[config.mk]
export PLATFORM = sky130hd
export DESIGN_NAME = countdown_timer
export DESIGN_NICKNAME = d
export VERILOG_FILES = /design/src/rtl/countdown_timer.sv
export SDC_FILE = /design/constraint.sdc
export NUM_CORES = 1
export LEC_CHECK = 0
export CORE_MARGIN = 2
export CORE_UTILIZATION = 50
export DETAILED_ROUTE_END_ITERATION = 6
export PLACE_DENSITY = 0.88
export REMOVE_ABC_BUFFERS = 1
export SETUP_SLACK_MARGIN = 0.02
export SLEW_MARGIN = 20
export SYNTH_ARGS = -nofsm -noshare
export SYNTH_HDL_FRONTEND = slang
export SYNTH_SLANG_ARGS = --single-unit
[constraint.sdc]
create_clock -name clock_i -period 5.6 [get_ports clock_i]
set_clock_uncertainty 0.05 [all_clocks]
set_input_delay 0.84 -clock clock_i [delete_from_list [all_inputs] [get_ports clock_i]]
set_output_delay 0.84 -clock clock_i [all_outputs]
set_load 0.02 [all_outputs]
[src/rtl/countdown_timer.sv]
// countdown_timer: loadable down-counter with one-shot/periodic reload, pause and compare output
//
// Ports:
//   clock_i                 sole clock, rising edge
//   reset_i                 asynchronous active-high reset, clears all state
//   start_i                 rising edge starts, resumes or reloads
//   stop_i                  rising edge pauses
//   autoreload_i            high: reload at zero instead of expiring (when enabled)
//   preload_value_i         count start value P (0 suppresses the load)
//   compare_value_i         threshold for compare_match_o
//   active_preload_value_o  P latched at the last load/reload
//   value_o                 current count
//   counting_o              high while counting
//   underflow_o             one-cycle pulse per zero event
//   expired_o               high once a one-shot count has finished
//   compare_match_o         counting and value below compare_value_i
module countdown_timer #(
    parameter int bitwidth                = 8,
    parameter int enable_autoreload_input = 0,
    parameter int start_reloads_counting  = 0
) (
    input  logic                clock_i,
    input  logic                reset_i,
    input  logic                start_i,
    input  logic                stop_i,
    input  logic                autoreload_i,
    input  logic [bitwidth-1:0] preload_value_i,
    input  logic [bitwidth-1:0] compare_value_i,
    output logic [bitwidth-1:0] active_preload_value_o,
    output logic [bitwidth-1:0] value_o,
    output logic                counting_o,
    output logic                underflow_o,
    output logic                expired_o,
    output logic                compare_match_o
);
    typedef enum logic [1:0] {IDLE, COUNTING, PAUSED, EXPIRED} state_t;
    localparam logic [bitwidth-1:0] one = 1;
    state_t state_q, state_d;
    logic [bitwidth-1:0] value_q, value_d, active_q, active_d;
    logic underflow_q, underflow_d, start_prev_q, stop_prev_q;
    logic start_edge, stop_edge, load_ok, at_zero, reload_eff, start_reload, load;
    assign start_edge   = start_i & ~start_prev_q;
    assign stop_edge    = stop_i & ~stop_prev_q;
    assign load_ok      = preload_value_i != '0;
    assign at_zero      = value_q == '0;
    assign reload_eff   = (enable_autoreload_input != 0) && autoreload_i && load_ok;
    assign start_reload = (start_reloads_counting != 0) && start_edge && load_ok;
    assign active_d     = load ? preload_value_i : active_q;
    always_ff @(posedge clock_i or posedge reset_i) begin
        if (reset_i) begin
            state_q      <= IDLE;
            value_q      <= '0;
            active_q     <= '0;
            underflow_q  <= 1'b0;
            start_prev_q <= 1'b0;
            stop_prev_q  <= 1'b0;
        end else begin
            state_q      <= state_d;
            value_q      <= value_d;
            active_q     <= active_d;
            underflow_q  <= underflow_d;
            start_prev_q <= start_i;
            stop_prev_q  <= stop_i;
        end
    end
    // Any load (reload at zero or start-reload) wins over the hold forced by a stop edge.
    always_comb begin
        state_d     = state_q;
        value_d     = value_q;
        underflow_d = 1'b0;
        load        = 1'b0;
        unique case (state_q)
            IDLE, EXPIRED: if (start_edge && !stop_edge && load_ok) begin
                load    = 1'b1;
                state_d = COUNTING;
            end
            PAUSED: if (start_edge && !stop_edge) begin
                if (start_reloads_counting == 0 && !at_zero) state_d = COUNTING;
                else if (load_ok) begin
                    load    = 1'b1;
                    state_d = COUNTING;
                end
            end
            COUNTING: begin
                underflow_d = at_zero;
                load        = (at_zero && reload_eff) || start_reload;
                state_d     = stop_edge ? PAUSED : (at_zero && !load) ? EXPIRED : COUNTING;
                value_d     = (at_zero || stop_edge) ? value_q : value_q - one;
            end
        endcase
        if (load) value_d = preload_value_i;
    end
    always_comb begin
        value_o                = value_q;
        active_preload_value_o = active_q;
        counting_o             = state_q == COUNTING;
        expired_o              = state_q == EXPIRED;
        underflow_o            = underflow_q;
        compare_match_o        = (state_q == COUNTING) && (value_q < compare_value_i);
    end
endmodule

==> flow_summary.yaml, run 1 <==
logic_synthesis:
  synthMuxAreaShare_pct: 11.75
  fraction_of_registers_with_async_set_or_reset_after_synthesis_pct: 100.0
  netlist_instances: 126
  synth_top_family_by_area: "simple AND/OR/NAND/NOR gates"
  synth_flop_cell: "dfrtp_1"
  synth-xor-area-share_pct: 1.306
  synth.most_common_cell: "dfrtp_1"
  area_fraction_in_compound_gates_after_synthesis_pct: 14.74
  synth_top_area_share_pct: 39.18
  ys_warn_count: 0
  yosys.area_share.adder_pct: 10.26
  post_synth_edffs: 0
  yosysSeqAreaShare_pct: 39.18
  yosysTopAreaCell: "dfrtp_1"
  synth_area_leaders: "dfrtp_1 (39%), ha_1 (10%), mux2_2 (8.4%)"
  synth_simple_gate_area_share_pct: 17.72
  avg_cell_area_syn_um2: 10.65
  yosys.cell_types.count: 37
  synth_area_um2: 1341
  synth.top_cells.by_count: "dfrtp_1 (21), inv_1 (15), ha_1 (11)"
  ys_ff_latch: 21
die:
  die_area_um2: 3113
  fp-row-count: 18
  core_area_um2: 2500
  die_h_um: 55.80
  io-pin-count: 41
  start_util_pct: 53.65
  fp.dieW_um: 55.80
placement:
  post-dp-hpwl_um: 2466
  numPlacedInstances: 194
  port_buffers: 39
  place.gp.congestion: 0.8465
worst_setup_path:
  cp_dominant_cell_by_count: "clkdlybuf4s50_1"
  worst_path_cell_with_the_longest_stage_delay: "clkdlybuf4s50_1"
  critical_path.cell_chain: "clkdlybuf4s50_1 -> inv_1 -> ha_1 -> a21o_1 -> a21oi_1 -> o31ai_1 -> a31oi_1 -> clkdlybuf4s50_1"
  worst-r2r-cell-count: 6
  worst_path_largest_cell_delay_ps: 620
  worstSetupPathType: "primary input to output port"
  critPathLaunchType: "primary input"
  cp_data_arrival_time_ps: 2830
  reg_to_reg_end: "state_q[1]$_DFFE_PP0P_"
  rrSetupSlack_ps: 3320
  reg_to_reg_startpoint: "value_o[1]$_DFFE_PP0P_"
  cp_data_required_time_ps: 4710
  top_cell_family_by_delay_on_the_critical_path: "buffers and inverters"
  setup.worst_path.end_class: "output port"
  number_of_buffers_and_inverters_on_the_critical_path: 3
  critical_path_peak_fanout: 2
global_route:
  globalRoute.totalOverflow: 0
  grt_antenna_before_repair: 0
  vias_in_the_first_global_route: 1248
  grt_start_max_net_pins: 22
  grt_util_all_layers_pct: 21.56
  global_route_wire_length_before_repair_um: 5395
finish:
  final_cell_count_no_fill: 198
  post_route_cells_drive_above_1_share_pct: 13.69
  antenna_cells: 0
  syn_to_final_growth_pct: 33.12
  finalNetCount: 201
power_and_ir_drop:
  power_per_cell_area_nw_per_um2: 494.3
  static_power_due_to_leakage_nw: 0.7838
  p_total_w: 0.0008825
  vdd.ir_drop.worst_v: 0.0003315
status:
  result_of_the_run: "finished clean"
drt:
  remaining_drc_errors: 0
  number_of_search_and_repair_iterations_in_the_first_detailed_routing_pass: 4
  detailroute.via_count: 1184
  drt.antenna.violating_nets: 0
  routed_via_density: 5.980
  wl_per_cell_um: 15.86
  drt-total-wl_um: 3140
  detailedRoute.firstIterationViolations: 39
cts:
  numCtsBuffers: 3
  cts_max_path_buffers: 2
  cts_tree: "yes"
  clock_tree.htree_level_count: 1
  cts.reportedPaths.clkPinSlew_ps: 110
  numClockSinks: 21
  cts_root_buffer: "clkbuf_4"
  cts_setup_buffers: 0
  post_cts_resize_count: 0
  clk-insertion-delay-late_ps: 320
  cts_hold_repair.buffers: 0
sta:
  rsz0062_at_grt: "false"
  report.final.hold_viol_count: 0
  final.min_clock_period_ps: 3720
  setup_tns_ps: 0
  report.final.slew_viol_count: 0
  max_slew.worst_pin.slew_ps: 788.1
  maxSlewHeadroom_pct: 47.40
  timing.fmax_mhz: 268.9
  fin_crit_sh_pct: 66.42
  setup_viol: 0
worst_hold_path:
  hold_depth: 1
  hold_path.class: "register to register"
  hold_path_startpoint: "active_preload_value_o[5]$_DFFE_PP0P_"
  min_delay_endpoint: "active_preload_value_o[5]$_DFFE_PP0P_"
run:
  maxCapViolations: 0
[state kept, by name, summed over array words and instances (netlist names)]
name / count
value_o: 8
underflow_o: 1
stop_prev_q: 1
state_q: 2
start_prev_q: 1
active_preload_value_o: 8
[per-stage QoR]
| step | instance area (µm²) | worst slack, ps | utilization, % | hold slack [ps] |
|---|---|---|---|---|
| after global routing | 1785 | 1789 | 71.42 | 489.1 |
| after CTS | 1785 | 1868 | 71.42 | 469.0 |
| after floorplan | 1330 | 2781 | - | 482.9 |
| after detailed placement | 1758 | 1876 | 70.32 | 445.8 |
| final | 1785 | 1880 | 71.42 | 468.0 |
| after global placement | 1758 | 1899 | 70.32 | 440.6 |
[worst max-delay path by stage]
stage / from / endpoint / slack (ps) / cells after the start
2_1_floorplan: compare_value_i[4] / compare_match_o / 2780 / 6
3_3_place_gp: compare_value_i[4] / compare_match_o / 1900 / 8
3_5_place_dp: compare_value_i[4] / compare_match_o / 1880 / 8
4_1_cts: compare_value_i[4] / compare_match_o / 1870 / 8
5_1_grt: compare_value_i[4] / compare_match_o / 1790 / 8
6_report: compare_value_i[4] / compare_match_o / 1880 / 8
[per-layer routing]
metal	global-route usage (%)	share of wire [%]	routed length, µm	up-vias
met3	4.884	6.2	196	13
met1	25.04	42	1306	568
met4	10.10	2.3	72	0
met5	0	0	0	-
met2	37.41	50	1566	56
li1	-	-	-	547
[kinds of logic (layout without fill, tap and decap cells)]
family / count (synthesis) / count (layout)
compound gates: 25 / 25
xor+xnor: 2 / 2
fa+ha+maj: 11 / 11
buf+inv: 16 / 58
flops: 21 / 21
mux: 14 / 14
simple gates: 37 / 37
[cell usage in the layout, fill, tap and decap left out, types with 2 or more instances in the layout]
master           Yosys  layout
a211o_1              3       3
a211oi_1             2       2
a21oi_1              6       6
a31oi_1              2       2
and3_1               2       2
clkbuf_4             0       3
clkdlybuf4s50_1      0      39
dfrtp_1             21      21
ha_1                11      11
inv_1               15      15
mux2_2              10      10
mux2i_1              3       3
nand2_1              3       3
nand2b_1             3       3
nand3_1              2       2
nor2_1               7       7
nor2b_1              2       2
nor3_1               8       8
nor4_1               2       2
o2111ai_1            2       2
o21ai_0              2       2
o31ai_1              2       2
or4_4                2       2
[power breakdown]
group | switching, W | internal [W]
sequential | 0.0000751 | 0.000213
combinational | 0.000256 | 0.000263
clock | 0.0000482 | 0.0000267
total | 0.000379 | 0.000503
[layout make-up]
| cell class | instances | area (µm²) |
|---|---|---|
| inverters | 15 | 56.30 |
| repair buffers | 39 | 390.4 |
| flip-flops and latches | 21 | 525.5 |
| well taps | 30 | 37.54 |
| multi-input cells | 89 | 748.2 |
| clock buffers | 3 | 22.52 |
| fillers | 194 | 714.4 |
| clock inverters | 1 | 5.005 |
(Power assumes the default switching activity.)
==> inputs of run 2 (changes only) <==
--- a/config.mk
+++ b/config.mk
@@ -6,9 +6,9 @@
 export NUM_CORES = 1
 export LEC_CHECK = 0
 export CORE_MARGIN = 2
-export CORE_UTILIZATION = 50
+export CORE_UTILIZATION = 42
 export DETAILED_ROUTE_END_ITERATION = 6
-export PLACE_DENSITY = 0.88
+export PLACE_DENSITY = 0.79
 export REMOVE_ABC_BUFFERS = 1
 export SETUP_SLACK_MARGIN = 0.02
 export SLEW_MARGIN = 20
==> constraint.sdc (replaced) <==
create_clock -name clock_i -period 3.2 [get_ports clock_i]
set_clock_uncertainty 0.05 [all_clocks]
set_input_delay 0.48 -clock clock_i [delete_from_list [all_inputs] [get_ports clock_i]]
set_output_delay 0.48 -clock clock_i [all_outputs]
set_load 0.02 [all_outputs]
==> run 2 against run 1 <==
Against the previous run:
- design area increased by 1.3%
- worst setup slack worse by 1700 ps
- largest power group unchanged
- highest routed layer unchanged
- sequential power grew 71%
- critical path type unchanged
==> flow_summary.yaml, run 2 (synthesis gave the netlist of run 1 again) <==
sta:
  setup_tns_ps: 0
  worst_hold_margin_ps: 463.1
  setup_viol: 0
  timing.fmax_mhz: 332.0
  fin_crit_sh_pct: 94.13
  max_slew.worst_pin.slew_ps: 825.6
  maxSlewHeadroom_pct: 44.90
  rsz0062_at_grt: "false"
  final.min_clock_period_ps: 3012
  report.final.hold_viol_count: 0
  report.final.slew_viol_count: 0
cts:
  cts_max_path_buffers: 2
  numClockSinks: 21
  cts_setup_buffers: 0
  clk-insertion-delay-late_ps: 300
  post_cts_resize_count: 0
  clock_tree.htree_level_count: 1
  numCtsBuffers: 3
  cts.reportedPaths.clkPinSlew_ps: 120
  cts_root_buffer: "clkbuf_4"
  cts_tree: "yes"
  cts_hold_repair.buffers: 0
worst_setup_path:
  cp_data_required_time_ps: 2670
  setup.worst_path.end_class: "output port"
  critical_path_peak_fanout: 2
  worstSetupPathType: "primary input to output port"
  rrSetupSlack_ps: 940
  reg_to_reg_startpoint: "value_o[0]$_DFFE_PP0P_"
  worst-r2r-cell-count: 6
  setup.worst_path.start: "compare_value_i[4]"
  reg_to_reg_end: "state_q[1]$_DFFE_PP0P_"
  critPathLaunchType: "primary input"
  cp_data_arrival_time_ps: 2480
die:
  die_area_um2: 3661
  fp.dieW_um: 60.51
  die_h_um: 60.51
  fp-row-count: 20
  core_area_um2: 3053
  io-pin-count: 41
  start_util_pct: 43.93
finish:
  layout.core_utilization_pct: 59.26
  finalNetCount: 202
  layout_common_cells: "clkdlybuf4s50_1 (39), dfrtp_1 (21), inv_1 (15)"
  syn_to_final_growth_pct: 34.89
  antenna_cells: 0
  post_route_cells_drive_above_1_share_pct: 13.61
  mostFrequentLayoutCell: "clkdlybuf4s50_1"
drt:
  drt-total-wl_um: 3069
  number_of_search_and_repair_iterations_in_the_first_detailed_routing_pass: 4
  detailroute.via_count: 1154
  routed_via_density: 5.418
  drt.antenna.violating_nets: 0
  detailedRoute.firstIterationViolations: 23
  wl_per_cell_um: 14.41
  remaining_drc_errors: 0
power_and_ir_drop:
  p_total_w: 0.001550
  power_per_cell_area_nw_per_um2: 856.5
  vdd.ir_drop.worst_v: 0.0004160
  static_power_due_to_leakage_nw: 0.7858
run:
  maxCapViolations: 0
worst_hold_path:
  hold_depth: 1
  hold_path.class: "register to register"
  hold_path_startpoint: "active_preload_value_o[3]$_DFFE_PP0P_"
  min_delay_endpoint: "active_preload_value_o[3]$_DFFE_PP0P_"
global_route:
  grt_start_max_net_pins: 22
  global_route_wire_length_before_repair_um: 5133
  globalRoute.totalOverflow: 0
  grt_antenna_before_repair: 0
  vias_in_the_first_global_route: 1231
  grt_util_all_layers_pct: 18.91
status:
  result_of_the_run: "finished clean"
placement:
  post-dp-hpwl_um: 2390
  place.gp.congestion: 0.8967
  port_buffers: 39
[run 2: cell count changes in the layout (fill, tap and decap cells not counted), sizes merged]
cell,change
buf,+1
clkbuf,+1
clkinv,-1
[run 2: per-stage QoR]
stage | std cells | worst slack [ps] | area (µm²)
2_1_floorplan | 125 | 1019 | 1330
3_3_place_gp | 209 | 223.9 | 1783
3_5_place_dp | 209 | 185.2 | 1783
4_1_cts | 213 | 178.5 | 1809
5_1_grt | 213 | 69.26 | 1809
6_report | 213 | 187.8 | 1809
[run 2: worst max-delay path by stage]
| stage | endpoint | slack (ps) |
|---|---|---|
| floorplan | compare_match_o | 1020 |
| detailed placement | compare_match_o | 190 |
| global placement | compare_match_o | 220 |
| CTS | compare_match_o | 180 |
| finish | compare_match_o | 190 |
| global route | compare_match_o | 70 |
[run 2: critical path, stage by stage]
cell	delay, ps
clkdlybuf4s50_1	460
inv_1	40
ha_1	300
a21o_1	180
a21oi_1	130
o31ai_1	90
a31oi_1	170
clkdlybuf4s50_1	620
[run 2: where the power goes]
part / internal (W) / total [W] / switching [W]
logic: 0.000468 / 0.000928 / 0.000460
registers: 0.000373 / 0.000493 / 0.000119
clock network: 0.0000487 / 0.000129 / 0.0000804
[run 2: cell type report]
cell class | count | area, µm²
inverter | 15 | 56.30
tap | 44 | 55.05
clock buffer | 4 | 26.28
multi-input combinational | 89 | 748.2
fill | 297 | 1244
timing repair buffer | 40 | 397.9
sequential | 21 | 525.5
[run 2: metal layers]
| metal | vias to the layer above | wire (µm) | global-route usage [%] |
|---|---|---|---|
| met1 | 552 | 1324 | 21.27 |
| met4 | 0 | 53 | 9.627 |
| met2 | 48 | 1510 | 34.32 |
| met5 | - | 0 | 0 |
| li1 | 550 | - | - |
| met3 | 4 | 181 | 3.198 |
